--- src/rtl/instr_fetch_unit_if.sv ---
// Fetch-side bundle: instruction memory port, decode handshake and redirect.
// master = fetch unit; slave = memory/decode/execute environment.
interface instr_fetch_unit_if #(
    parameter int unsigned XLEN = 32
);
    logic            imem_req;
    logic [XLEN-1:0] imem_addr;
    logic            imem_rvalid;
    logic [XLEN-1:0] imem_rdata;
    logic            instr_valid;
    logic            decode_ready;
    logic [XLEN-1:0] instr;
    logic [XLEN-1:0] instr_pc;
    logic [6:0]      opcode;
    logic            branch_taken;
    logic [XLEN-1:0] branch_target;
    logic            misalign;

    modport master (
        output imem_req,
        output imem_addr,
        input  imem_rvalid,
        input  imem_rdata,
        output instr_valid,
        input  decode_ready,
        output instr,
        output instr_pc,
        output opcode,
        input  branch_taken,
        input  branch_target,
        output misalign
    );

    modport slave (
        input  imem_req,
        input  imem_addr,
        output imem_rvalid,
        output imem_rdata,
        input  instr_valid,
        output decode_ready,
        input  instr,
        input  instr_pc,
        input  opcode,
        output branch_taken,
        output branch_target,
        input  misalign
    );
endinterface

--- src/rtl/instr_fetch_unit.sv ---
// Instruction fetch: PC, single-beat imem requests, held instruction to decode.
// Ports: clk, rst (async high), bus (master: imem req/resp, decode valid/ready, redirect).
module instr_fetch_unit #(
    parameter int unsigned     XLEN     = 32,
    parameter logic [XLEN-1:0] RESET_PC = '0,
    parameter int unsigned     PC_STEP  = 4
) (
    input logic                clk,
    input logic                rst,
    instr_fetch_unit_if.master bus
);
    typedef enum logic [2:0] {
        IDLE,
        REQ,
        WAIT,
        HOLD,
        DRAIN
    } state_t;

    state_t          state;
    state_t          state_nxt;
    logic [XLEN-1:0] pc;
    logic [XLEN-1:0] instr_q;
    logic [XLEN-1:0] instr_pc_q;
    logic            misalign_q;
    logic            redirect;
    logic            capture;

    assign redirect = bus.branch_taken;
    // A response is kept only when it lands in WAIT without a redirect.
    assign capture  = (state == WAIT) && bus.imem_rvalid && !redirect;

    always_ff @(posedge clk or posedge rst) begin
        if (rst) begin
            state <= IDLE;
        end else begin
            state <= state_nxt;
        end
    end

    always_comb begin
        state_nxt = state;
        unique case (state)
            IDLE: state_nxt = REQ;
            REQ:  state_nxt = redirect ? DRAIN : WAIT;
            WAIT: begin
                if (bus.imem_rvalid) begin
                    state_nxt = redirect ? REQ : HOLD;
                end else if (redirect) begin
                    state_nxt = DRAIN;
                end
            end
            HOLD: begin
                if (redirect || bus.decode_ready) begin
                    state_nxt = REQ;
                end
            end
            // The outstanding response must come back before a new request;
            // a redirect here only replaces the pc.
            DRAIN: begin
                if (bus.imem_rvalid) begin
                    state_nxt = REQ;
                end
            end
            default: state_nxt = IDLE;
        endcase
    end

    always_comb begin
        bus.imem_req    = 1'b0;
        bus.imem_addr   = '0;
        bus.instr_valid = 1'b0;
        unique case (state)
            REQ: begin
                bus.imem_req  = 1'b1;
                bus.imem_addr = pc;
            end
            HOLD:    bus.instr_valid = 1'b1;
            default: bus.instr_valid = 1'b0;
        endcase
    end

    always_ff @(posedge clk or posedge rst) begin
        if (rst) begin
            pc         <= RESET_PC;
            instr_q    <= '0;
            instr_pc_q <= '0;
            misalign_q <= 1'b0;
        end else begin
            misalign_q <= redirect && (bus.branch_target[1:0] != 2'b00);
            if (redirect) begin
                pc <= {bus.branch_target[XLEN-1:2], 2'b00};
            end else if (capture) begin
                pc <= pc + XLEN'(PC_STEP);
            end
            if (capture) begin
                instr_q    <= bus.imem_rdata;
                instr_pc_q <= pc;
            end
        end
    end

    assign bus.instr    = instr_q;
    assign bus.instr_pc = instr_pc_q;
    assign bus.opcode   = instr_q[6:0];
    assign bus.misalign = misalign_q;
endmodule

--- src/flat_wrapper.sv ---
// flat-port wrapper written by rule: the top's interface ports become plain ports
module instr_fetch_unit_flat 
#(
    parameter int unsigned     XLEN     = 32,
    parameter logic [XLEN-1:0] RESET_PC = '0,
    parameter int unsigned     PC_STEP  = 4
)
  (clk, rst, bus_imem_req, bus_imem_addr, bus_imem_rvalid, bus_imem_rdata, bus_instr_valid, bus_decode_ready, bus_instr, bus_instr_pc, bus_opcode, bus_branch_taken, bus_branch_target, bus_misalign);
  instr_fetch_unit_if #(.XLEN(XLEN)) bus_i ();
  input logic clk;
  input logic rst;
  output wire logic [$bits(bus_i.imem_req)-1:0] bus_imem_req;
  output wire logic [$bits(bus_i.imem_addr)-1:0] bus_imem_addr;
  input wire logic [$bits(bus_i.imem_rvalid)-1:0] bus_imem_rvalid;
  input wire logic [$bits(bus_i.imem_rdata)-1:0] bus_imem_rdata;
  output wire logic [$bits(bus_i.instr_valid)-1:0] bus_instr_valid;
  input wire logic [$bits(bus_i.decode_ready)-1:0] bus_decode_ready;
  output wire logic [$bits(bus_i.instr)-1:0] bus_instr;
  output wire logic [$bits(bus_i.instr_pc)-1:0] bus_instr_pc;
  output wire logic [$bits(bus_i.opcode)-1:0] bus_opcode;
  input wire logic [$bits(bus_i.branch_taken)-1:0] bus_branch_taken;
  input wire logic [$bits(bus_i.branch_target)-1:0] bus_branch_target;
  output wire logic [$bits(bus_i.misalign)-1:0] bus_misalign;
  assign bus_imem_req = bus_i.imem_req;
  assign bus_imem_addr = bus_i.imem_addr;
  assign bus_i.imem_rvalid = bus_imem_rvalid;
  assign bus_i.imem_rdata = bus_imem_rdata;
  assign bus_instr_valid = bus_i.instr_valid;
  assign bus_i.decode_ready = bus_decode_ready;
  assign bus_instr = bus_i.instr;
  assign bus_instr_pc = bus_i.instr_pc;
  assign bus_opcode = bus_i.opcode;
  assign bus_i.branch_taken = bus_branch_taken;
  assign bus_i.branch_target = bus_branch_target;
  assign bus_misalign = bus_i.misalign;
  instr_fetch_unit #(.XLEN(XLEN), .RESET_PC(RESET_PC), .PC_STEP(PC_STEP)) u_core (.clk(clk), .rst(rst), .bus(bus_i));
endmodule
--- config.mk ---
export PLATFORM = sky130hd
export DESIGN_NAME = instr_fetch_unit_flat
export DESIGN_NICKNAME = d
export VERILOG_FILES = /design/src/rtl/instr_fetch_unit_if.sv /design/src/rtl/instr_fetch_unit.sv /design/src/flat_wrapper.sv
export SDC_FILE = /design/constraint.sdc
export NUM_CORES = 1
export LEC_CHECK = 0
export ABC_AREA = 1
export CORE_ASPECT_RATIO = 0.6
export CORE_UTILIZATION = 49
export CTS_CLUSTER_SIZE = 10
export DETAILED_ROUTE_END_ITERATION = 10
export PLACE_DENSITY = 0.89
export SKIP_LAST_GASP = 1
export SLEW_MARGIN = 10
export SYNTH_ARGS = -nofsm -noshare
export SYNTH_HDL_FRONTEND = slang
export SYNTH_SLANG_ARGS = --single-unit
--- constraint.sdc ---
create_clock -name clk -period 9.1 [get_ports clk]
set_input_delay 1.82 -clock clk [delete_from_list [all_inputs] [get_ports clk]]
set_output_delay 1.82 -clock clk [all_outputs]
set_load 0.02 [all_outputs]
== After elaboration in Yosys (flattened, before gate mapping) ==
Index checks and enable logic that the tools add are counted.

* Bitwise gates (word level): 0
* Equality and inequality tests: 7
* Reduce and logical (&&, ||, !) cells: 9
* Mux-type cells: 12
* Shift-type cells: 0
* $mul: 0
* $add $sub $neg: 1
* $lt $le $gt $ge: 0
* Divide/modulo/power cells: 0

{| class="wikitable"
|+ Operator list
! operator !! number
|-
| $mux 32 || 3
|-
| $add 32x3->32 const B || 1
|-
| $mux 3 || 5
|-
| $pmux 3 s5 || 1
|-
| $eq 3x2->1 const B || 2
|-
| $reduce_bool 2->1 || 2
|-
| $eq 3x1->1 const B || 1
|-
| $eq 3x3->1 const B || 1
|-
| $logic_and 1x1->1 || 3
|-
| $logic_not 3->1 || 1
|-
| $ne 3x3->1 const B || 1
|-
| $reduce_and 3->1 || 1
|-
| $mux 1 || 2
|-
| $mux 2 || 1
|-
| $ne 2x1->1 const B || 1
|-
| $ne 2x2->1 const B || 1
|-
| $logic_not 1->1 || 1
|-
| $logic_or 1x1->1 || 1
|}

* Input port bits: 69
* Memories kept: 0
* ROM bits: 0
* Word-level logic and storage cells: 34
* Output and inout bits: 106
* Memory bits (writable): 0
* Flip-flop bits (word level): 100
* Latch bits: 0

== Logic depth before layout (Yosys ltp) ==
* Depth after elaboration: 5
* Gate-level depth with buffers: 10
* Mapped depth without buffers: 10

== Least setup slack after synthesis ==
No wires, ideal clock.

* Kind: register to output
* From: reg u_core.state[2]
* To: out bus_imem_addr[10]
* Setup slack: 6177 ps
* Data arrival time: 1103 ps
* Stages on the path, launching flop included: 5
* Required time: 7280 ps
* Cell sequence: dfrtp_1 > inv_1 > nand3_1 > clkbuf_1 > nor2_1

* Word-level cells in the longest chain between the ends: 2

{| class="wikitable"
|+ RTL lines
! element !! RTL line !! text
|-
| from (decl) || instr_fetch_unit.sv:20 || <nowiki>state_t state;</nowiki>
|-
| from (signal assigned) || instr_fetch_unit.sv:37 || <nowiki>state <= state_nxt;</nowiki>
|-
| $eq 3x1->1 || instr_fetch_unit.sv:73 || <nowiki>unique case (state)</nowiki>
|-
| $mux 32 || instr_fetch_unit.sv:73 ||
|-
| to (decl) || flat_wrapper.sv:13 || <nowiki>output wire logic [$bits(bus_i.imem_addr)-1:0] bus_imem_addr;</nowiki>
|}

Every way passes these cells.

== Worst setup path in the final report ==
* From: in bus_branch_taken
* To: reg u_core.pc[22]

* Word-level cells in the longest chain between the ends: 3

{| class="wikitable"
|+ RTL lines
! element !! RTL line !! text
|-
| from (decl) || flat_wrapper.sv:21 || <nowiki>input wire logic [$bits(bus_i.branch_taken)-1:0] bus_branch_taken;</nowiki>
|-
| $logic_not 1->1 || instr_fetch_unit.sv:31 || <nowiki>assign capture = (state == WAIT) && bus.imem_rvalid && !redirect;</nowiki>
|-
| $logic_and 1x1->1 || instr_fetch_unit.sv:31 ||
|-
| $reduce_bool 2->1 (no line) || n/a ||
|-
| to (signal assigned) || instr_fetch_unit.sv:92 || <nowiki>pc <= {bus.branch_target[XLEN-1:2], 2'b00};</nowiki>
|-
| to (signal assigned) || instr_fetch_unit.sv:94 || <nowiki>pc <= pc + XLEN'(PC_STEP);</nowiki>
|-
| to (decl) || instr_fetch_unit.sv:22 || <nowiki>logic [XLEN-1:0] pc;</nowiki>
|}

Parallel ways exist; a longest one is shown, timed or not.
A chain may end at the register's enable or synchronous reset.

==> results by group <==
Logic synthesis
  – Register bit total from synthesis: 96
  – Dominant synthesized flop cell: dfrtp_1
  – Netlist cell types: 37
  – Sequential share of the synthesized area: 0.4887
  – Area fraction of the dominant cell type after synthesis: 0.4887
  – Post-synthesis cell count: 651
  – Post-synth ARST share: 1.000
  – Synthesis Warnings: 0
  – Number of synthesized flops with an enable pin: 0
  – Synth area leader: dfrtp_1
  – Syn_area_per_cell: 7.551 um^2
  – Largest cells by area after synthesis: dfrtp_1 (49%), nand2_1 (16%), nor2_1 (6.8%)
  – Mapped Area: 4916 um^2

Route
  – ANT nets after route: 0
  – Final WL: 14.66 mm
  – DR vias: 5002
  – Residual DRC: 0
  – Pre-antenna DRT Iters: 6
  – Iteration-0 DRC Markers: 584
  – WL/cell: 15.62 um
  – Drt via density: 5.333

Pwr
  – Clk pwr share: 0.193
  – Comb pwr share: 0.474
  – Internal: 0.001284 W
  – Switch share: 0.3919
  – P per Cell Area: 304.6 nW/um^2
  – Sequential share of power: 0.333
  – P_sw: 0.0008272 W
  – VDD IR max: 185.9 uV
  – Static Leak: 3.266 nW

STA
  – Worst hold slack: 0.4709 ns
  – Fin. max-slew vios: 0
  – Finish-stage setup viols: 0
  – Final Skew: 0.007736 ns
  – Final WS setup: 4.947 ns
  – RSZ-0062 raised after global routing: no
  – Worst slew pin tran: 0.6861 ns
  – Minimum clock period: 4.153 ns
  – Fin crit share: 0.4563
  – Final Hold Viols: 0
  – Max_slew headroom: 0.5426
  – Max Clk Rate: 0.2408 GHz
  – Fin Setup TNS: 0 ns

Worst setup path
  – Worst path slowest cell: buf_4
  – Top delay family on crit path: buffers and inverters
  – CP startpoint kind: input pin
  – Crit path required time: 9.32 ns
  – Crit path max fanout: 46
  – Critical path type: input pin to flop
  – Crit path largest cell delay: 0.57 ns
  – Arrival time worst endpoint: 4.38 ns
  – Crit path buffers/inverters: 5
  – R2R Setup Slk: 6.88 ns
  – Worst r2r src: u_core.state[0]
  – R2r endpoint: u_core.pc[22]
  – CP endpoint kind: flop
  – Cells on worst reg2reg path: 8
  – Worst-path cell chain: clkdlybuf4s50_1, buf_4, inv_4, nand2_2, nor2_4, inv_2, buf_4, nor2_1, nand3_1, nand3_1

Worst hold path
  – End of the worst hold path: u_core.bus.instr[30]
  – Hold depth: 2
  – HP Class: flop to flop
  – Hold Path Origin: u_core.bus.instr[30]

Layout
  – FF+latch area: 2402 um^2
  – Antenna diode count: 0
  – Area of the multi-input gates: 2061 um^2
  – Area growth syn-to-layout: 40.95%
  – # fillers: 709
  – Layout cells sized above 1: 0.06807
  – Net count reported at finish: 873

Floorplan
  – Row count: 27
  – Die Span X: 131.3 um
  – DIE AREA: 10450 um^2
  – Die Span Y: 79.59 um
  – Initial core utilization: 0.5197
  – # IOs: 175
  – Core Footprint: 9459 um^2

Run status
  – Status: complete, no violations

Clock tree
  – Post-CTS Repair Setup Buffers: 0
  – Cts repair resizes: 0
  – Later-pin clock latency in the skew report: 0.34 ns
  – CTS root buf: clkbuf_16
  – Max clock buf depth: 2
  – Clock-pin slew on the worst setup and hold paths: 0.06 ns
  – CTS Buf Count: 9
  – CTS HTree Levels: 3
  – CTS Hold Bufs: 0
  – CTS Sinks: 96
  – TritonCTS clock tree: built

Global routing
  – Vias in the first global route: 4700
  – Total track usage: 0.2899
  – GRT overflow: 0
  – Antenna violations before repair: 0
  – First-pass GRT wire length: 23.73 mm
  – Largest net degree at the start of global routing: 65

Placement
  – Routability cong.: 0.8808
  – Worst slack, placed: 4.657 ns
  – DP HPWL: 10.56 mm
  – IO Port Bufs: 170

Job
  – Max cap viols: 0
## through the flow
step / power, W / instances / area [um^2] / utilization
2_1_floorplan: 0.001214 / 654 / 4927 / -
3_3_place_gp: 0.001670 / 922 / 6606 / 0.6984
3_5_place_dp: 0.001702 / 922 / 6606 / 0.6984
4_1_cts: 0.002113 / 938 / 6929 / 0.7325
5_1_grt: 0.002221 / 938 / 6929 / 0.7325
6_report: 0.002111 / 938 / 6929 / 0.7325
## per-layer routing
layer / up-vias / wire, um / track usage
met3: 21 / 1489 / 0.06603
li1: 2325 / - / -
met1: 2349 / 6534 / 0.4113
met2: 307 / 6443 / 0.4505
met4: 0 / 189 / 0.07326
met5: - / 0 / 0
## Yosys cell counts (2+ instances only)
library cell / instances
o21ai_0: 23
nand3b_1: 3
inv_2: 7
nand2_2: 5
dfrtp_1: 96
a21oi_1: 10
buf_6: 3
nand4_1: 9
o21ai_1: 13
o211ai_1: 6
nor2_4: 3
nor3_1: 3
buf_2: 10
nand2_1: 215
buf_4: 15
xor2_1: 3
nor2_2: 14
nor2_1: 89
clkbuf_1: 8
nand3_1: 44
inv_1: 55
o221ai_1: 2
## sequential cells by signal (all words and copies together), names as in the netlist
register,count
u_core.bus.misalign,1
u_core.bus.instr_pc,30
u_core.pc,30
u_core.state,3
u_core.bus.instr,32
## how the worst max path moves through the flow
| stage | slack (ns) | cells after the start | startpoint | end |
|---|---|---|---|---|
| after floorplan | 4.77 | 1 | rst | u_core.bus.instr[0] |
| after global placement | 4.76 | 10 | bus_branch_taken | u_core.pc[22] |
| after detailed placement | 4.66 | 10 | bus_branch_taken | u_core.pc[22] |
| after CTS | 4.99 | 10 | bus_branch_taken | u_core.pc[22] |
| after global routing | 4.76 | 10 | bus_branch_taken | u_core.pc[29] |
| final | 4.95 | 10 | bus_branch_taken | u_core.pc[22] |
## tightest hold or removal path, delay by kind of cell (launching register included)
family / cells / cell delay, ns
flops: 1 / 0.34
simple gates: 2 / 0.10
## cells in the final DEF, fill, tap and decap left out, types with 2 or more instances in the layout
cell             netlist  final
inv_1                 55     54
dfrtp_1               96     96
nor2_4                 3      4
clkdlybuf4s50_1        0    170
o21ai_0               23     23
buf_4                 15      5
nand2_2                5      5
o21ai_1               13     13
nor2_2                14     13
o211ai_1               6      6
nand4_1                9      9
o221ai_1               2      2
a21oi_1               10     10
clkinvlp_4             0      2
xor2_1                 3      3
nand3_1               44     44
nand3b_1               3      3
nor2_1                89     89
inv_2                  7      7
clkbuf_16              0      9
inv_4                  1      2
nand2_1              215    215
conb_1                 1      4
nor3_1                 3      3
bufinv_16              0      2
## power by group through the flow
stage	logic, W	clock network [W]	registers (W)
global placement	0.000976	0	0.000694
CTS	0.00100	0.000411	0.000698
detailed placement	0.000998	0	0.000704
global route	0.00107	0.000431	0.000722
floorplan	0.000360	0	0.000854
finish	0.00100	0.000408	0.000702
## layout make-up
| cell class | instances | area share |
|---|---|---|
| Timing Repair Buffer | 175 | 0.2510 |
| Multi-Input combinational cell | 458 | 0.2974 |
| Tap cell | 130 | 0.02347 |
| Clock inverter | 5 | 0.01156 |
| Inverter | 63 | 0.03485 |
| Clock buffer | 11 | 0.03503 |
| Sequential cell | 96 | 0.3467 |
## cells by family (layout without fill, tap and decap cells)
logic type | Yosys count | after routing | synth area share
and+or+nand+nor | 390 | 390 | 0.3388
AOI/OAI and AO/OA | 60 | 60 | 0.06847
buffers and inverters | 100 | 254 | 0.09545
adders and majority gates | 1 | 1 | 0.002545
xor gates and xnor gates | 3 | 3 | 0.005346
DFF | 96 | 96 | 0.4887
other | 1 | 4 | 0.0007628
No activity file was read; power rests on OpenSTA's default activity.
==> edit 1: new RTL, same settings <==
Encoding of `state_t`: now one-hot (5 bits for 5 states).
--- a/src/rtl/instr_fetch_unit.sv
+++ b/src/rtl/instr_fetch_unit.sv
@@ -11,8 +11,8 @@
 );
-    typedef enum logic [2:0] {
-        IDLE,
-        REQ,
-        WAIT,
-        HOLD,
-        DRAIN
+    typedef enum logic [4:0] {
+        IDLE  = 5'b00001,
+        REQ   = 5'b00010,
+        WAIT  = 5'b00100,
+        HOLD  = 5'b01000,
+        DRAIN = 5'b10000
     } state_t;
Function: same outputs for any inputs over 10 cycles, from zero or initial values and one cycle with rst high; not proved beyond that.
==> edit 1 against the unedited design <==
- sequential power decreased by 10%
- count of clock-buffer cells in the layout shrank 2
- cell area is 2.5% higher
- total power down 20%
- critical path type is now reg2out
- worst setup slack got worse by 620 ps
- highest routed layer unchanged
- sequential cell count is 2 higher
- critical endpoint is now bus_imem_addr[11]
- utilization fell by 2.1 points
- synthesized area grew 3.8%
- routed wire length grew 1.0%
==> edit 1: results (changes against the unedited design) <==
- The maximum vdd drop is 0.000148 V (was 0.000186 V).
- The overall global routing resource usage is 28.6% (was 29.0%).
- The time the final worst path needs with I/O delays and setup is 4770 ps (was 4150 ps).
- The vias per cell is 5.18 (was 5.33).
- The post-synthesis cell type count is 30 (was 37).
- Synth top area cells: sky130_fd_sc_hd__dfrtp_1 48%, sky130_fd_sc_hd__nand2_1 18%, sky130_fd_sc_hd__nor2_1 7.9% (was sky130_fd_sc_hd__dfrtp_1 49%, sky130_fd_sc_hd__nand2_1 16%, sky130_fd_sc_hd__nor2_1 6.8%).
- The total length of routed met3 wires is 1620 um (was 1490 um).
- The maximum number of pins on one net before global-route repair is 95 (was 65).
- The total wirelength of the detailed-routed design is 14800 um (was 14700 um).
- The minimum setup slack among reg-to-reg paths is 6980 ps (was 6880 ps).
- The startpoint of the worst-slack reg-to-reg timing path was u_core.state[1] (was u_core.state[0]).
- The placed wire-length estimate came to 10900 um (was 10600 um).
- The share of final-layout standard cells stronger than drive strength 1 is 4.10% (was 6.81%).
- The met2 layer wire length in the routed design is 6550 um (was 6440 um).
- The first element of the critical path is u_core.state[3] (was bus_branch_taken).
- The fill cell instance count of the final layout is 800 (was 709).
- The share of the yosys chip area belonging to registers is 48.1% (was 48.9%).
- The via count of the first global-routing pass came to 4707 (was 4700).
- The largest fanout of any net on the critical path came to 17 (was 46).
- The weighted congestion at the end of routability-driven global placement is 0.913 (was 0.881).
- Most frequent cells after synthesis: 242 x sky130_fd_sc_hd__nand2_1, 107 x sky130_fd_sc_hd__nor2_1, 97 x sky130_fd_sc_hd__dfrtp_1, 71 x sky130_fd_sc_hd__inv_1, 54 x sky130_fd_sc_hd__nand3_1 (was 215 x sky130_fd_sc_hd__nand2_1, 96 x sky130_fd_sc_hd__dfrtp_1, 89 x sky130_fd_sc_hd__nor2_1, 55 x sky130_fd_sc_hd__inv_1, 44 x sky130_fd_sc_hd__nand3_1).
- The worst-path cell with the longest stage delay is sky130_fd_sc_hd__nand4_1 (was sky130_fd_sc_hd__buf_4).
- Status: completed (unchanged).
- The cell leakage power is 0.00336 uW (was 0.00327 uW).
- The worst-margin pin slew is 1020 ps (was 686 ps).
- The violation count after the first detailed-routing iteration came to 502 (was 584).
- The wire length of the first global-routing pass is 23900 um (was 23700 um).
- The net count of the finished layout is 918 (was 873).
- The net switching component of the power was 638 uW (was 827 uW).
- The number of instances in the placed design was 972 (was 922).
- The clock tree skew after final layout is 7.65 ps (was 7.74 ps).
edit 1: layout make-up:
cell class / count / share of cell area [%]
flip-flops and latches: 98 / 34.6
multi-input cells: 492 / 30.6
repair buffers: 174 / 24.4
inverters: 73 / 3.89
clock buffers: 9 / 3.17
well taps: 135 / 2.38
clock inverters: 7 / 1.02
edit 1: power groups by stage:
stage	registers [uW]	clock network [uW]	logic [uW]
floorplan	737	0	242
global placement	634	0	671
detailed placement	637	0	683
CTS	631	381	686
global route	647	401	729
finish	632	377	681
edit 1: per-layer routing:
metal | GRT usage [%] | vias to the layer above
li1 | - | 2458
met1 | 39.8 | 2365
met2 | 44.9 | 284
met3 | 7.68 | 14
met4 | 6.25 | 0
met5 | 0 | -
edit 1: worst min path at each step:
stage,startpoint,endpoint,slack (ps)
after floorplan,u_core.pc[6],u_core.pc[6],500
after global placement,u_core.bus.instr[14],u_core.bus.instr[14],460
after detailed placement,u_core.bus.instr[23],u_core.bus.instr[23],460
after CTS,u_core.bus.instr[23],u_core.bus.instr[23],480
after global routing,u_core.bus.instr[13],u_core.bus.instr[13],500
final,u_core.bus.instr[24],u_core.bus.instr[24],480
edit 1: logic make-up (layout without fill, tap and decap cells):
| logic type | Yosys count | after routing | share of synthesized area [%] |
|---|---|---|---|
| buffers and inverters | 110 | 263 | 9.73 |
| AOI/OAI and AO/OA | 50 | 50 | 6.03 |
| and+or+nand+nor | 428 | 428 | 34.3 |
| DFF | 98 | 98 | 48.1 |
| adders and majority gates | 1 | 1 | 0.245 |
| other | 1 | 4 | 0.0735 |
| xor gates and xnor gates | 9 | 9 | 1.54 |
edit 1: worst min-delay path, cell delays in order, from the launching register on:
cell and delay (ps):
sky130_fd_sc_hd__dfrtp_1 340, sky130_fd_sc_hd__nand2_1 50, sky130_fd_sc_hd__nand2_1 50
==> edit 2: new RTL, config.mk and constraints unchanged <==
Without the edit above. `XLEN` is set to 32 in 3 places; all go to 64.
--- a/src/rtl/instr_fetch_unit_if.sv
+++ b/src/rtl/instr_fetch_unit_if.sv
@@ -3,3 +3,3 @@
 interface instr_fetch_unit_if #(
-    parameter int unsigned XLEN = 32
+    parameter int unsigned XLEN = 64
 );
--- a/src/rtl/instr_fetch_unit.sv
+++ b/src/rtl/instr_fetch_unit.sv
@@ -3,3 +3,3 @@
 module instr_fetch_unit #(
-    parameter int unsigned     XLEN     = 32,
+    parameter int unsigned     XLEN     = 64,
     parameter logic [XLEN-1:0] RESET_PC = '0,
--- a/src/flat_wrapper.sv
+++ b/src/flat_wrapper.sv
@@ -3,3 +3,3 @@
 #(
-    parameter int unsigned     XLEN     = 32,
+    parameter int unsigned     XLEN     = 64,
     parameter logic [XLEN-1:0] RESET_PC = '0,
Ports: changed (5 resized); port bits go from 175 to 335. No check against the original RTL was run, so the function may have changed too.
==> edit 2 against the unedited design <==
- routed wire length is 140% higher
- sequential share of layout area shrank 0.38 points
- sequential cell count up 96
- cell area rose by 100%
- clock skew rose by 7.2 ps
- critical path depth is 5 lower
- combinational power up 92%
- total power rose by 93%
- maximum frequency fell by 7.7%
- non-clock buffer count rose by 162
- synthesized area increased by 100%
- worst setup slack got worse by 340 ps
- worst hold slack improved by 0.60 ps
- highest routed layer unchanged
==> edit 2: results (changes against the unedited design) <==
- The time the final worst path needs with I/O delays and setup was 4500 ps (was 4150 ps).
- The total combinational power is 1920 uW (was 1000 uW).
- Status: completed (unchanged).
- The average routed wire per standard cell came to 17.7 um (was 15.6 um).
- The count of buffers inserted at the top-level ports was 330 (was 170).
- The worst-path cell with the longest stage delay is sky130_fd_sc_hd__inv_2 (was sky130_fd_sc_hd__buf_4).
- The delay of the slowest critical-path stage is 850 ps (was 570 ps).
- The share of final-layout standard cells stronger than drive strength 1 came to 3.93% (was 6.81%).
- The clock latency reported for the late side of the worst-skew pair is 440 ps (was 340 ps).
- The maximum level of the CTS H-tree is 4 (was 3).
- The overall global routing resource usage is 33.1% (was 29.0%).
- The number of non-clock inverters is 126 (was 63).
- The internal power summed over all cells was 2390 uW (was 1280 uW).
- Synth top area cells: sky130_fd_sc_hd__dfrtp_1 48%, sky130_fd_sc_hd__nand2_1 20%, sky130_fd_sc_hd__nor2_1 8.4% (was sky130_fd_sc_hd__dfrtp_1 49%, sky130_fd_sc_hd__nand2_1 16%, sky130_fd_sc_hd__nor2_1 6.8%).
- The reg-to-reg endpoint is u_core.pc[36] (was u_core.pc[22]).
- The clock network area share is 4.23% (was 4.66%).
- The startpoint of the worst-slack reg-to-reg timing path is u_core.state[2] (was u_core.state[0]).
- The net count of the finished layout was 1828 (was 873).
- The cell leakage power is 0.00663 uW (was 0.00327 uW).
- The endpoint of the worst hold path is u_core.bus.instr[36] (was u_core.bus.instr[30]).
- The post-place setup slack is 4730 ps (was 4660 ps).
- The clock buffer count from CTS is 17 (was 9).
- The maximum vdd drop is 0.000191 V (was 0.000186 V).
- The minimum setup slack among reg-to-reg paths was 6350 ps (was 6880 ps).
- The non-clock buffer instance count of the final layout is 337 (was 175).
- The maximum number of pins on one net before global-route repair came to 121 (was 65).
- The first element of the critical path is u_core.state[0] (was bus_branch_taken).
- The placed wire-length estimate came to 25600 um (was 10600 um).
- Most frequent cells after synthesis: 531 x sky130_fd_sc_hd__nand2_1, 226 x sky130_fd_sc_hd__nor2_1, 192 x sky130_fd_sc_hd__dfrtp_1, 123 x sky130_fd_sc_hd__inv_1, 81 x sky130_fd_sc_hd__o21ai_0 (was 215 x sky130_fd_sc_hd__nand2_1, 96 x sky130_fd_sc_hd__dfrtp_1, 89 x sky130_fd_sc_hd__nor2_1, 55 x sky130_fd_sc_hd__inv_1, 44 x sky130_fd_sc_hd__nand3_1).
- The worst reg2reg path depth is 11 (was 8).
- The share of the yosys chip area belonging to registers is 47.8% (was 48.9%).
- The multi-input combinational cell area came to 4440 um^2 (was 2060 um^2).
- The flip-flop count of the largest register after layout came to 64 (was 32).
- The via total after detailed routing came to 10639 (was 5002).
- The launch point of the worst hold path is u_core.bus.instr[36] (was u_core.bus.instr[30]).
## edit 2: cells by family after synthesis
logic type	after synthesis	synth area share [%]
other cells	1	0.0373
xor+xnor	6	0.523
flops	192	47.8
compound gates	143	8.29
simple gates	866	35.1
fa+ha+maj	1	0.124
buf+inv	194	8.16
## edit 2: per-stage QoR
| step | util [%] | hold WS (ps) | instances | area (um^2) | total power [uW] |
|---|---|---|---|---|---|
| 3_3_place_gp | 66.9 | 452 | 1948 | 13400 | 3250 |
| 2_1_floorplan | - | 464 | 1406 | 10100 | 2330 |
| 5_1_grt | 69.8 | 491 | 1980 | 14000 | 4270 |
| 4_1_cts | 69.8 | 475 | 1980 | 14000 | 4070 |
| 3_5_place_dp | 66.9 | 458 | 1948 | 13400 | 3300 |
| 6_report | 69.8 | 472 | 1980 | 14000 | 4070 |
## edit 2: metal layers
metal	vias up	wire [um]	GRT usage [%]
li1	4956	-	-
met1	5005	15500	50.1
met2	631	14700	47.7
met3	47	4390	8.41
met4	0	427	6.83
met5	-	0	0
